--- src/rtl/divider_seq.sv ---
// divider_seq: iterative restoring divider, one quotient bit per clock, start/working/done handshake.
// Ports: clk, reset (async active-low), div (start strobe), sign (signed mode), a (dividend), b (divisor),
//        working (op in flight), done (one-cycle result pulse), div_by_zero, quotient, remainder.
// Vectors are declared [0:WIDTH-1], so bit 0 is the MSB.
module divider_seq #(
    parameter int WIDTH = 32
) (
    input  logic             clk,
    input  logic             reset,
    input  logic             div,
    input  logic             sign,
    input  logic [0:WIDTH-1] a,
    input  logic [0:WIDTH-1] b,
    output logic             working,
    output logic             done,
    output logic             div_by_zero,
    output logic [0:WIDTH-1] quotient,
    output logic [0:WIDTH-1] remainder
);
    localparam int CW = $clog2(WIDTH + 1);
    typedef enum logic [1:0] {IDLE, RUN, FINISH} state_t;
    state_t           state;
    logic [WIDTH-1:0] dvd, dsr, rem, a_mag, b_mag;
    logic [CW-1:0]    count;
    logic             quot_neg, rem_neg, zero;
    logic [WIDTH:0]   shifted, diff;
    assign a_mag   = (sign && a[0]) ? -a : a;
    assign b_mag   = (sign && b[0]) ? -b : b;
    // dvd doubles as the quotient register: dividend bits leave at the top, quotient bits enter at the bottom
    assign shifted = {rem, dvd[WIDTH-1]};
    // one extra bit so a 2^(WIDTH-1) magnitude divisor still subtracts correctly
    assign diff    = shifted - {1'b0, dsr};
    always_ff @(posedge clk or negedge reset) begin
        if (!reset) begin
            state       <= IDLE;
            working     <= 1'b0;
            done        <= 1'b0;
            div_by_zero <= 1'b0;
            quotient    <= '0;
            remainder   <= '0;
            dvd         <= '0;
            dsr         <= '0;
            rem         <= '0;
            count       <= '0;
            quot_neg    <= 1'b0;
            rem_neg     <= 1'b0;
            zero        <= 1'b0;
        end else begin
            done <= 1'b0;
            case (state)
                IDLE: if (div && !done) begin
                    working     <= 1'b1;
                    div_by_zero <= 1'b0;
                    quot_neg    <= sign & (a[0] ^ b[0]);
                    rem_neg     <= sign & a[0];
                    dsr         <= b_mag;
                    rem         <= '0;
                    count       <= CW'(WIDTH);
                    zero        <= (b == '0);
                    // on divide by zero the raw dividend is kept for the remainder
                    dvd         <= (b == '0) ? a : a_mag;
                    state       <= (b == '0) ? FINISH : RUN;
                end
                RUN: begin
                    rem   <= diff[WIDTH] ? shifted[WIDTH-1:0] : diff[WIDTH-1:0];
                    dvd   <= {dvd[WIDTH-2:0], ~diff[WIDTH]};
                    count <= count - 1'b1;
                    state <= (count == CW'(1)) ? FINISH : RUN;
                end
                FINISH: begin
                    working     <= 1'b0;
                    done        <= 1'b1;
                    div_by_zero <= zero;
                    quotient    <= zero ? '1 : (quot_neg ? -dvd : dvd);
                    remainder   <= zero ? dvd : (rem_neg ? -rem : rem);
                    state       <= IDLE;
                end
                default: state <= IDLE;
            endcase
        end
    end
endmodule

--- config.mk ---
export PLATFORM = sky130hd
export DESIGN_NAME = divider_seq
export DESIGN_NICKNAME = d
export VERILOG_FILES = /design/src/rtl/divider_seq.sv
export SDC_FILE = /design/constraint.sdc
export NUM_CORES = 1
export LEC_CHECK = 0
export CAP_MARGIN = 20
export CORE_MARGIN = 2
export CORE_UTILIZATION = 45
export CTS_BUF_LIST = sky130_fd_sc_hd__clkbuf_8
export CTS_CLUSTER_SIZE = 30
export DETAILED_ROUTE_END_ITERATION = 8
export HOLD_SLACK_MARGIN = 0.1
export MAX_ROUTING_LAYER = met4
export PLACE_DENSITY = 0.66
export SETUP_SLACK_MARGIN = 0.05
export SLEW_MARGIN = 20
export SYNTH_ARGS = -nofsm -noshare
export SYNTH_HDL_FRONTEND = slang
export SYNTH_SLANG_ARGS = --single-unit
--- constraint.sdc ---
create_clock -name clk -period 3.5 [get_ports clk]
set_input_delay 0.525 -clock clk [delete_from_list [all_inputs] [get_ports clk]]
set_output_delay 0.525 -clock clk [all_outputs]
set_load 0.02 [all_outputs]
======== Word level (Yosys, flattened, before mapping) ========
Cells that the tools add are included.
storage, ports and cells
  memories kept ........................... 0
  input bits .............................. 68
  register bits ........................... 174
  memory bits (writable) .................. 0
  logic and storage cells ................. 61
  output and inout port bits .............. 67
  latch bits .............................. 0
  ROM bits ................................ 0
operators by class
  $lt $le $gt $ge ......................... 0
  shifts and indexed selects .............. 0
  divide/modulo/power cells ............... 0
  reduce and logical (&&, ||, !) cells .... 11
  add/sub/neg operators ................... 6
  equal/unequal tests ..................... 4
  multipliers ............................. 0
  mux-type cells .......................... 23
  bitwise gates (word level) .............. 4
operator list
  cell                                                 number
  two-way mux 32 bit                                   10
  negation 32 bit                                      4
  case mux 32 bit (2 select lines)                     2
  subtractor 33 x 32 -> 33 bit                         1
  logical NOT 32 bit                                   1
  case mux 6 bit (2 select lines)                      1
  equality test 6 x 1 -> 1 bit, second input constant  1
  two-way mux 2 bit                                    3
  two-way mux 6 bit                                    1
  AND reduction 2 bit                                  3
  subtractor 6 x 1 -> 6 bit, second input constant     1
  case mux 1 bit (2 select lines)                      2
  case mux 2 bit (2 select lines)                      1
  nonzero test 2 bit                                   2
  logical AND 1 bit                                    3
  two-way mux 1 bit                                    3
  AND 1 bit                                            2
  equality test 2 x 1 -> 1 bit, second input constant  1
  equality test 2 bit, second input constant           1
  logical NOT 2 bit                                    1
  != test 2 bit, second input constant                 1
  logical NOT 1 bit                                    1
  inverter 1 bit                                       1
  bitwise XOR 1 bit                                    1

======== Logic depth before layout (Yosys ltp) ========
  depth after elaboration ................. 5
  depth in mapped cells ................... 13

======== Worst setup path before layout ========
No wires, ideal clock.
  path kind ............................... register -> register
  start ................................... register dvd[31]
  end ..................................... register rem[10]
  setup time .............................. 0.133 ns
  arrival ................................. 3.086 ns
  stages on the path, launching flop included .. 14
  path slack .............................. 0.281 ns
  clock period less this slack ............ 3.219 ns
  required time ........................... 3.367 ns
  cell sequence ........................... dfrtp_1 -> inv_1 -> ha_1 -> fa_1 -> nand2b_1 -> a21oi_1 -> or4_1 -> a221oi_2 -> a2bb2oi_1 -> a21oi_1 -> xnor2_1 -> buf_2 -> mux2i_1 -> o21ai_0
between the ends
  cells in the longest elaborated chain, start to end .. 3
RTL lines
  element                           line  source
  start: declaration                23    logic [WIDTH-1:0] dvd, dsr, rem, a_mag, b_mag;
  start signal: assignment          61    dvd <= (b == '0) ? a : a_mag;
  start signal: assignment          66    dvd <= {dvd[WIDTH-2:0], ~diff[WIDTH]};
  subtractor 33 x 32 -> 33 bit      32    assign diff = shifted - {1'b0, dsr};
  two-way mux 32 bit                65    rem <= diff[WIDTH] ? shifted[WIDTH-1:0] : diff[WIDTH-1:0];
  case mux 32 bit (2 select lines)  50    case (state)
  end signal: assignment            65
  end: declaration                  23
Every way passes these cells.
A chain may end at the register's enable or synchronous reset.

======== Worst setup path in the final report ========
  start ................................... register dvd[31]
  end ..................................... register rem[29]
The elaborated chain is that of the path after synthesis.

==> reports/metrics.yaml <==
status: "completed"
cts_max_level: 4
synth_top_family_by_area: "compound AO/OA/AOI/OAI gates"
dieArea_um2: 26680
synth_edf_count: 0
synth_area_um2: 11430
area_delta_synth_final_pct: 20.38
synth-xor-area-share_pct: 11.42
clkSinkCount: 174
dp_hpwl_mm: 22.96
whs_ps: 87.46
worst_slew_pin_slew_ps: 1081
synth_adder_area_share_pct: 4.336
grt_pass1_wl_mm: 50.23
async_reset_ff_share_pct: 100.0
die_height_um: 163.3
cts.clk_slew.worst_paths_ps: 100
rrSetupSlack_ps: 290
setup_violations: 0
synth.mux.area_fraction_pct: 2.979
period_minus_slack_ps: 3215
core_area_um2: 25040
clkLatencyLatePin_ps: 470
cp_max_fo: 9
drive_above_1_share_pct: 7.620
synth_fp_nets: 1453
seq_area_um2: 4355
synth_ff_type: "dfrtp_1"
post-route-period-util_pct: 91.85
criticalPathCategory: "register to register"
drtAntennaViolNets: 0
yosysSeqAreaShare_pct: 38.11
finClkSkew_ps: 14.22
ys_types: 62
syn_avg_cell_area_um2: 8.489
drv_cap: 0
drc_errors: 0
reg2reg_depth: 13
dieWidth_um: 163.3
synthCells: 1346
ys_ff_latch: 174
synthSimpleGateAreaFrac_pct: 17.16
gp_congestion: 0.9603
relSlewSlack_pct: 27.91
hp-class: "input port to asynchronous set/reset pin"
numCtsBuffers: 17
portBuffers: 134
grt_use_total_pct: 24.35
grt_max_degree: 81
fillers: 2413
cts_root_buf: "clkbuf_8"
dr.first_iter.drc_count: 775
endpoint_kind: "register"
drtPass1Iterations: 6
r2r_start: "dvd[31]"
synth-compound-area-share_pct: 21.42
clockBufferDepth: 2
cp.arrival_ps: 3550
yosysWarnings: 0
timing.rr.end: "rem[29]"
p_leak_nw: 5.885
required_ps: 3830
final_util_pct: 54.94
post_drt_via_cell_ratio: 5.589
grt_antenna_before_repair: 0
pin_count: 135
grt_pass1_vias: 9742
fmax_mhz: 311.1
wire_per_inst_um: 16.90
grt_overflow: 0
hold_viol: 0
n_antenna_cell: 0
ir_drop_uv: 589.3
std_cell_rows: 58
start_kind: "register"
place_area_um2: 13330
rsz0062_at_grt: "false"
vias: 10132
multi_input_area_um2: 6589
powerDensity_nw_per_um2: 1099
drv_slew: 0
start_util_pct: 45.64
fin_area_um2: 13750
cts_tree: "yes"
drt_wl_total_mm: 30.65
fin_nets: 1577
[through the flow]
step,TNS [ps],setup WS [ps],power (W),std cells
detailed placement,-19.77,-19.77,0.01362,1781
floorplan,0,280.7,0.01054,1346
global route,0,67.67,0.01647,1813
CTS,0,265.7,0.01512,1813
finish,0,285.4,0.01512,1813
global placement,0,94.17,0.01344,1781
[report_power, final]
| group | switching [W] | internal (W) |
|---|---|---|
| combinational | 0.00513 | 0.00429 |
| clock | 0.000801 | 0.000666 |
| sequential | 0.00120 | 0.00304 |
[what timing repair did]
action                                 in CTS  in global routing
endpoints found under the hold margin       0                  0
setup buffers                               0                  0
setup endpoints to repair                   0                  2
hold buffers                                0                  0
resized for setup                           0                  2
[cell usage in the layout (no fill, tap or decap), types with 13 or more instances in the layout]
master           instances
a21o_1                  19
a21oi_1                101
a22oi_1                 31
buf_4                   51
clkbuf_8                18
clkdlybuf4s50_1        133
dfrtp_1                173
ha_1                    38
inv_1                   51
mux2i_1                 34
nand2_1                141
nand2b_1                13
nand3_1                 49
nor2_1                  93
nor3_1                  14
o21ai_0                163
o21ai_1                 13
o31ai_1                 25
o41ai_1                 14
or4_1                   20
xnor2_1                 44
xor2_1                 104
[worst max-delay path by stage]
stage	from	endpoint	slack, ps	cells past startpoint
4_1_cts	rem[9]	remainder[2]	270	8
2_1_floorplan	dvd[31]	rem[10]	280	13
3_5_place_dp	b[12]	dvd[18]	-20	11
6_report	dvd[31]	rem[29]	290	13
3_3_place_gp	b[12]	dvd[18]	90	11
5_1_grt	dvd[31]	rem[13]	70	13
[metal layers]
layer  GRT usage, %  share of wire, %  up-vias
met5              -                 0        -
met4          5.551               1.6        0
met3          4.139               5.8       33
met2          39.03                47      304
met1          32.42                46     4770
li1               -                 -     5025
[registers in the layout, indices dropped and copies added (netlist names)]
register,count
dsr,32
dvd,32
quotient,32
rem,32
remainder,32
count,6
state,2
div_by_zero,1
done,1
quot_neg,1
rem_neg,1
working,1
zero,1
[critical path, cell delays in order, from the launching register on]
cell and delay (ps):
dfrtp_1 390, inv_1 90, ha_1 190, fa_1 200, nand2b_1 130, a21oi_1 80, or4_1 530, a221oi_2 330
a2bb2oi_1 150, a21oi_1 230, xnor2_2 200, buf_4 260, mux2i_1 210, o21ai_0 90
[final cells by class]
cell class                      count  share of cell area, %
Clock buffer                       18                  1.801
Clock inverter                     14                  1.137
Timing Repair Buffer              189                  13.13
Tap cell                          330                  3.002
Inverter                           50                  1.365
Sequential cell                   174                  31.67
Multi-Input combinational cell   1038                  47.90
[cell usage after synthesis (all sizes together), types with 6 or more instances]
cell type	instances	area [um^2]
buf	13	68.81
a22oi	31	232.7
and3	12	75.07
o31ai	25	187.7
o41ai	16	147.7
xnor2	45	394.1
dfrtp	174	4354
nand2b	14	87.58
or4	22	172.7
nand4	7	43.79
nand2	142	535.5
a31oi	8	50.05
inv	50	187.7
ha	38	475.5
nor2b	6	37.54
nand3	49	245.2
nor2	96	362.8
a21oi	101	505.5
xor2	104	910.9
o21ai	176	880.8
nor4	13	126.4
a21o	19	142.6
nor3	15	75.07
or3	10	62.56
clkbuf	71	266.5
mux2i	34	340.3
[kinds of logic after synthesis]
family          after synthesis
compound gates              412
xor+xnor                    149
fa+ha+maj                    39
buf+inv                     134
flops                       174
mux                          34
simple gates                404
(Power assumes the default switching activity.)
